<file path="config.mk">
export PLATFORM = sky130hd
export DESIGN_NAME = s_axi_intr_ctrl
export DESIGN_NICKNAME = d
export VERILOG_FILES = /design/src/rtl/s_axi_intr_ctrl.sv
export SDC_FILE = /design/constraint.sdc
export NUM_CORES = 1
export LEC_CHECK = 0
export ABC_AREA = 0
export BUFFER_PORTS_ARGS = -buffer_cell sky130_fd_sc_hd__buf_2
export CAP_MARGIN = 25
export CORE_UTILIZATION = 28
export CTS_BUF_LIST = sky130_fd_sc_hd__clkbuf_8
export DETAILED_ROUTE_END_ITERATION = 10
export GPL_TIMING_DRIVEN = 0
export PLACE_DENSITY = 0.77
export SLEW_MARGIN = 20
export SYNTH_ARGS = -nofsm -noshare
export SYNTH_HDL_FRONTEND = slang
export SYNTH_SLANG_ARGS = --single-unit
</file>
<file path="constraint.sdc">
create_clock -name s_axi_aclk -period 1.41 [get_ports s_axi_aclk]
set_clock_uncertainty 0.15 [all_clocks]
set_input_delay 0.2115 -clock s_axi_aclk [delete_from_list [all_inputs] [get_ports s_axi_aclk]]
set_output_delay 0.2115 -clock s_axi_aclk [all_outputs]
set_load 0.01 [all_outputs]
</file>
<file path="src/rtl/s_axi_intr_ctrl.sv">
// rtl/s_axi_intr_ctrl.sv - AXI4-Lite interrupt controller with level/edge sources and a registered irq
module s_axi_intr_ctrl #(
    parameter int C_NUM_OF_INTR = 1,
    parameter int C_S_AXI_DATA_WIDTH = 32,
    parameter int C_S_AXI_ADDR_WIDTH = 5,
    parameter int C_IRQ_ACTIVE_STATE = 1,
    parameter logic [C_NUM_OF_INTR-1:0] C_MODE_RESET = '0
) (
    input  logic                            s_axi_aclk,
    input  logic                            s_axi_areset,
    input  logic [C_NUM_OF_INTR-1:0]        intr_in,
    input  logic [C_S_AXI_ADDR_WIDTH-1:0]   s_axi_awaddr,
    input  logic [2:0]                      s_axi_awprot,
    input  logic                            s_axi_awvalid,
    output logic                            s_axi_awready,
    input  logic [C_S_AXI_DATA_WIDTH-1:0]   s_axi_wdata,
    input  logic [C_S_AXI_DATA_WIDTH/8-1:0] s_axi_wstrb,
    input  logic                            s_axi_wvalid,
    output logic                            s_axi_wready,
    output logic [1:0]                      s_axi_bresp,
    output logic                            s_axi_bvalid,
    input  logic                            s_axi_bready,
    input  logic [C_S_AXI_ADDR_WIDTH-1:0]   s_axi_araddr,
    input  logic [2:0]                      s_axi_arprot,
    input  logic                            s_axi_arvalid,
    output logic                            s_axi_arready,
    output logic [C_S_AXI_DATA_WIDTH-1:0]   s_axi_rdata,
    output logic [1:0]                      s_axi_rresp,
    output logic                            s_axi_rvalid,
    input  logic                            s_axi_rready,
    output logic                            irq
);

    localparam int N  = C_NUM_OF_INTR;
    localparam int W  = C_S_AXI_DATA_WIDTH;
    localparam int OW = C_S_AXI_ADDR_WIDTH - 2;

    localparam logic [OW-1:0] OffGie  = OW'(0);
    localparam logic [OW-1:0] OffIer  = OW'(1);
    localparam logic [OW-1:0] OffIsr  = OW'(2);
    localparam logic [OW-1:0] OffIar  = OW'(3);
    localparam logic [OW-1:0] OffIpr  = OW'(4);
    localparam logic [OW-1:0] OffMode = OW'(5);
    localparam logic [OW-1:0] OffIswr = OW'(6);

    localparam logic IrqOn = (C_IRQ_ACTIVE_STATE != 0);

    logic           gie;
    logic [N-1:0]   ier;
    logic [N-1:0]   mode;
    logic [N-1:0]   ipr;
    logic [N-1:0]   intrPrev;
    logic           irqReg;
    logic           bValid;
    logic           rValid;
    logic [W-1:0]   rData;

    logic           wrAccept;
    logic           rdAccept;
    logic [OW-1:0]  wrOff;
    logic [OW-1:0]  rdOff;
    logic [W-1:0]   wMask;
    logic [W-1:0]   wStrobed;
    logic [N-1:0]   wMaskN;
    logic [N-1:0]   wStrobedN;
    logic [N-1:0]   iarClr;
    logic [N-1:0]   iswrSet;
    logic [N-1:0]   evt;
    logic [N-1:0]   iprNext;
    logic [W-1:0]   rdMux;
    logic           unusedBits;

    // Ready is combinational on valid so address+data are taken in one cycle;
    // an outstanding response blocks the next acceptance.
    assign wrAccept = s_axi_awvalid & s_axi_wvalid & ~bValid & ~s_axi_areset;
    assign rdAccept = s_axi_arvalid & ~rValid & ~s_axi_areset;

    assign s_axi_awready = wrAccept;
    assign s_axi_wready  = wrAccept;
    assign s_axi_arready = rdAccept;
    assign s_axi_bvalid  = bValid;
    assign s_axi_bresp   = 2'b00;
    assign s_axi_rvalid  = rValid;
    assign s_axi_rresp   = 2'b00;
    assign s_axi_rdata   = rData;
    assign irq           = irqReg;

    assign wrOff = s_axi_awaddr[C_S_AXI_ADDR_WIDTH-1:2];
    assign rdOff = s_axi_araddr[C_S_AXI_ADDR_WIDTH-1:2];

    always_comb begin
        wMask = '0;
        for (int b = 0; b < W / 8; b++) begin
            wMask[8*b +: 8] = {8{s_axi_wstrb[b]}};
        end
    end

    assign wStrobed  = s_axi_wdata & wMask;
    assign wStrobedN = wStrobed[N-1:0];
    assign wMaskN    = wMask[N-1:0];

    assign iarClr  = (wrAccept && wrOff == OffIar)  ? wStrobedN : '0;
    assign iswrSet = (wrAccept && wrOff == OffIswr) ? wStrobedN : '0;

    // Sets dominate a same-cycle acknowledge so no event is ever lost.
    assign evt     = (mode & intr_in & ~intrPrev) | (~mode & intr_in);
    assign iprNext = (ipr & ~iarClr) | (evt & ier) | iswrSet;

    assign unusedBits = ^{s_axi_awprot, s_axi_arprot, s_axi_awaddr[1:0],
                          s_axi_araddr[1:0], wStrobed, wMask};

    always_ff @(posedge s_axi_aclk) begin
        if (s_axi_areset) begin
            gie  <= 1'b0;
            ier  <= '0;
            mode <= C_MODE_RESET;
        end else if (wrAccept) begin
            case (wrOff)
                OffGie:  if (s_axi_wstrb[0]) gie <= s_axi_wdata[0];
                OffIer:  ier  <= (ier & ~wMaskN) | wStrobedN;
                OffMode: mode <= (mode & ~wMaskN) | wStrobedN;
                default: ;
            endcase
        end
    end

    // intrPrev follows intr_in every cycle, so a MODE change always starts
    // edge detection from the current input level.
    always_ff @(posedge s_axi_aclk) begin
        if (s_axi_areset) begin
            ipr      <= '0;
            intrPrev <= '0;
            irqReg   <= ~IrqOn;
        end else begin
            ipr      <= iprNext;
            intrPrev <= intr_in;
            irqReg   <= (gie && |ipr) ? IrqOn : ~IrqOn;
        end
    end

    always_ff @(posedge s_axi_aclk) begin
        if (s_axi_areset) begin
            bValid <= 1'b0;
        end else if (wrAccept) begin
            bValid <= 1'b1;
        end else if (s_axi_bready) begin
            bValid <= 1'b0;
        end
    end

    always_comb begin
        rdMux = '0;
        case (rdOff)
            OffGie:  rdMux[0]     = gie;
            OffIer:  rdMux[N-1:0] = ier;
            OffIsr:  rdMux[N-1:0] = intr_in;
            OffIpr:  rdMux[N-1:0] = ipr;
            OffMode: rdMux[N-1:0] = mode;
            default: ;
        endcase
    end

    always_ff @(posedge s_axi_aclk) begin
        if (s_axi_areset) begin
            rValid <= 1'b0;
            rData  <= '0;
        end else if (rdAccept) begin
            rValid <= 1'b1;
            rData  <= rdMux;
        end else if (s_axi_rready) begin
            rValid <= 1'b0;
        end
    end

endmodule

</file>
---- Yosys cells after proc, flatten, opt, wreduce, memory -nomap -nowiden ----
Index checks and enable logic that the tools add are counted.
word-level totals
  flip-flop bits (word level) ............. 9
  logic and storage cells ................. 60
  bits of input ports ..................... 60
operators by class
  bitwise logic cells ..................... 25
  equal/unequal tests ..................... 8
  mux-type cells .......................... 8
  reduce and logical (&&, ||, !) cells .... 10
operators with widths
  kind                                                                    number
  1-bit bitwise AND                                                       13
  3-bit equality test (second input constant)                             4
  1-bit 2-to-1 mux                                                        7
  1-bit NOT                                                               7
  3-bit by 1-bit equality test with 1-bit output (second input constant)  2
  3-bit by 2-bit equality test with 1-bit output (second input constant)  2
  3-bit zero test                                                         2
  1-bit OR                                                                5
  1-bit one-hot mux with 5 select lines                                   1
  2-bit AND reduction                                                     2
  2-bit nonzero test                                                      2
  1-bit logical AND                                                       3
  3-bit AND reduction                                                     1

---- Logic depth before layout (Yosys ltp) ----
  depth in word-level cells ............... 9
  mapped depth ............................ 5
  gate-level depth less buffers ........... 4

---- Worst setup path after synthesis ----
No wires, ideal clock.
  kind .................................... input to register
  start ................................... input s_axi_areset
  end ..................................... register ipr
  arrival time ............................ 1.205 ns
  buffers on the path ..................... 1
  required time ........................... 1.138 ns
  path slack .............................. -0.067 ns
  stages .................................. 4
  path through ............................ buf_6 nand4bb_4 o311a_1 a311o_1
between the ends
  word-level cells in the longest chain between the ends .. 8
  elaborated cells between the ends (all ways) .. 10
  those cells by class .................... mux (2); bitwise (6); reduce/logical (2)
ends and longest elaborated chain
  item                    line  source
  start: declaration      10    input logic s_axi_areset,
  1-bit NOT               75    assign wrAccept = s_axi_awvalid & s_axi_wvalid & ~bValid & ~s_axi_areset;
  1-bit bitwise AND       75
  1-bit logical AND       102   assign iarClr = (wrAccept && wrOff == OffIar) ? wStrobedN : '0;
  1-bit 2-to-1 mux        102
  1-bit NOT               107   assign iprNext = (ipr & ~iarClr) | (evt & ier) | iswrSet;
  1-bit bitwise AND       107
  1-bit OR (2 in series)  107
  end signal: assignment  135   ipr <= iprNext;
  end: declaration        51    logic [N-1:0] ipr;
Parallel ways exist; a longest one is shown, timed or not.
A chain may end at the register's enable or synchronous reset.

---- Worst setup path after layout ----
  start ................................... register bValid, in the netlist s_axi_bvalid
  end ..................................... register gie
between the ends
  word-level cells in the longest chain between the ends .. 4
ends and longest elaborated chain
  item                             line  source
  start: declaration               54    logic bValid;
  start signal: assignment         143   bValid <= 1'b0;
  start signal: assignment         145   bValid <= 1'b1;
  start signal: assignment         147   bValid <= 1'b0;
  1-bit NOT                        75
  1-bit bitwise AND (2 in series)  75
  3-bit AND reduction (no line)    -
  end signal: assignment           119   OffGie: if (s_axi_wstrb[0]) gie <= s_axi_wdata[0];
  end: declaration                 48    logic gie;
Every way passes these cells.

==> impl_metrics.yaml <==
worst_setup_path:
  crit_fanout: 4
  critPathArrivalTime_ns: 1.42
  rr_worst_depth: 4
  critPathRequiredTime_ns: 1.42
  rrSetupSlack_ns: 0.008
  r2r-start: "s_axi_bvalid"
  startpoint_type: "flip-flop"
  crit_type: "flip-flop to flip-flop"
  cp-end-kind: "flip-flop"
  worst_r2r_endpoint: "gie"
final_layout:
  stdcell_count: 178
  seqCellArea_um2: 181
  final_util_pct: 44.4
  drive_gt1_share_pct: 49.3
  area_delta_synth_final_pct: 48.7
  num_antenna_cells: 0
  nNetsFinal: 209
  multiInputGateArea_um2: 399
  fillers: 261
  finalInstanceArea_um2: 1100
pwr:
  power_density_nw_per_um2: 699
  p_leak_nw: 0.627
  peakVddDrop_mv: 0.573
yosys:
  seq_area_frac_synth_pct: 24.4
  yosys_register_bits: 9
  synthesis.instances: 85
  yosys_warnings: 0
  avgSynthCellArea_um2: 8.70
  synth_area_um2: 739
  ys_types: 27
placed_design:
  io_buffer_count: 21
  dp.cells: 170
  gp_congestion: 0.700
  placed_cell_area_um2: 1010
global_routing:
  grt_max_degree: 10
  grt_pass1_vias: 494
  track_usage_pct: 9.65
  gr-total-overflow: 0
  antenna_found_initial: 0
  grt_pass1_wl_um: 1960
clocking:
  clk_path_buf_depth: 2
  hold_buffers: 0
  h-tree-depth: 1
  clk_latency_ns: 0.23
  cts_sinks: 9
  tritoncts: "done"
  cts_buffers: 3
  clkTransAtPathRegs_ns: 0.05
  clk_root_buffer_cell: "clkbuf_8"
status:
  status: "finished clean"
timing:
  rsz0062_at_grt: "yes"
  holdWs_ns: 0.0106
  min_period_ns: 1.40
  setup_viol: 0
  post-route-period-util_pct: 99.4
  hold_viol: 0
  fin_tns_setup_ns: 0
  slew_violations: 0
  max_freq_mhz: 713
floorplan:
  coreArea_um2: 2480
  die-area_um2: 2850
  start_util_pct: 29.8
  die_w_um: 53.4
  rows: 18
  die_h_um: 53.4
  num_io_pins: 102
hold_path:
  hold_path_class: "primary input to flip-flop"
  hold_depth: 2
  hp-start: "s_axi_rready"
  holdPathEnd: "s_axi_rvalid"
route:
  ant_nets: 0
  drtPass1Iterations: 4
  vias: 640
  vias_per_cell: 3.60
  drt-total-wl_um: 1440
  routedWlPerCell_um: 8.09
  drt_iter0_drc: 3
  drc: 0
run:
  cap_violations: 0
## how the worst max path moves through the flow
stage                         start  endpoint  slack [ns]  depth (start not counted)
finish                 s_axi_bvalid       gie       0.008                          4
floorplan              s_axi_bvalid       ipr        0.04                          3
CTS                    s_axi_bvalid       ipr        0.01                          3
global route           s_axi_bvalid       gie       -0.03                          4
detailed placement  s_axi_awaddr[2]       gie       -0.12                          4
global placement    s_axi_awaddr[2]       gie       -0.11                          4
## where the power goes
part | internal [mW] | switching (mW)
clock network | 0.189 | 0.100
logic | 0.113 | 0.0974
registers | 0.264 | 0.00501
total | 0.566 | 0.203
## cell usage in the layout, fill, tap and decap left out, drive strengths merged, types with 2 or more instances in the layout
master and n:
clkbuf 3, buf 62, nand2 2, a21oi 4, nand3 3, nand2b 2
a21bo 2, inv 4, o21ai 3, nor2 2, mux2 2, nor4bb 2
dfxtp 9, conb 35
## synthesized netlist by cell type
library cell	instances	area (um^2)
nor2_1	2	7.51
a21oi_1	4	20.0
a31oi_1	1	6.26
buf_4	36	270
nor4bb_1	2	20.0
a21bo_2	2	20.0
nand2b_1	2	12.5
or4b_1	1	10.0
mux2_2	2	22.5
and4b_1	1	10.0
dfxtp_1	9	180
o311a_1	1	10.0
buf_6	1	11.3
or3_1	1	6.26
o21ai_0	3	15.0
and2b_1	1	7.51
nand3_1	3	15.0
nor4_1	1	6.26
a211oi_1	1	7.51
nand2_1	2	7.51
nor3b_1	1	7.51
a311o_1	1	10.0
nand3b_1	1	7.51
nand4bb_4	1	27.5
and3_1	1	6.26
conb_1	1	3.75
inv_1	3	11.3
## layer usage
metal / part of all wire [%] / up-vias / global-route usage, %
met5: 0 / - / 0
met4: 0 / 0 / 1.32
met3: 10 / 0 / 4.89
met2: 54 / 31 / 19.6
met1: 36 / 264 / 8.29
li1: - / 345 / -
## layout make-up
type	instances	area share, %
Multi-Input combinational cell	70	36.3
Buffer	36	24.9
Sequential cell	9	16.5
Timing Repair Buffer	26	13.5
Clock buffer	3	3.75
Tap cell	30	3.41
Inverter	3	1.25
Clock inverter	1	0.341
## what timing repair did
| action | in CTS | in global routing |
|---|---|---|
| pin swaps | 1 | 0 |
| buffers inserted | 3 | 2 |
| gates resized for setup | 4 | 0 |
| endpoints found under the setup margin | 4 | 3 |
## stage by stage
stage          total power, mW  setup WS [ns]
5_1_grt                  0.807        -0.0269
2_1_floorplan            0.424         0.0358
6_report                 0.768        0.00840
3_5_place_dp             0.468         -0.121
3_3_place_gp             0.466         -0.115
4_1_cts                  0.766         0.0110
## kinds of logic (layout without fill, tap and decap cells)
kind of cell	Yosys count	after routing	synth area share (%)
mux	2	2	3.05
buf+inv	40	69	39.6
simple gates	20	20	20.5
compound gates	13	13	12.0
flops	9	9	24.4
other cells	1	35	0.507
## critical path, stage by stage (launching register included)
cell	delay (ns)
dfxtp_2	0.31
nand4bb_4	0.23
buf_4	0.18
or3_1	0.34
a21oi_1	0.13
Power figures use the tool's default switching activity.
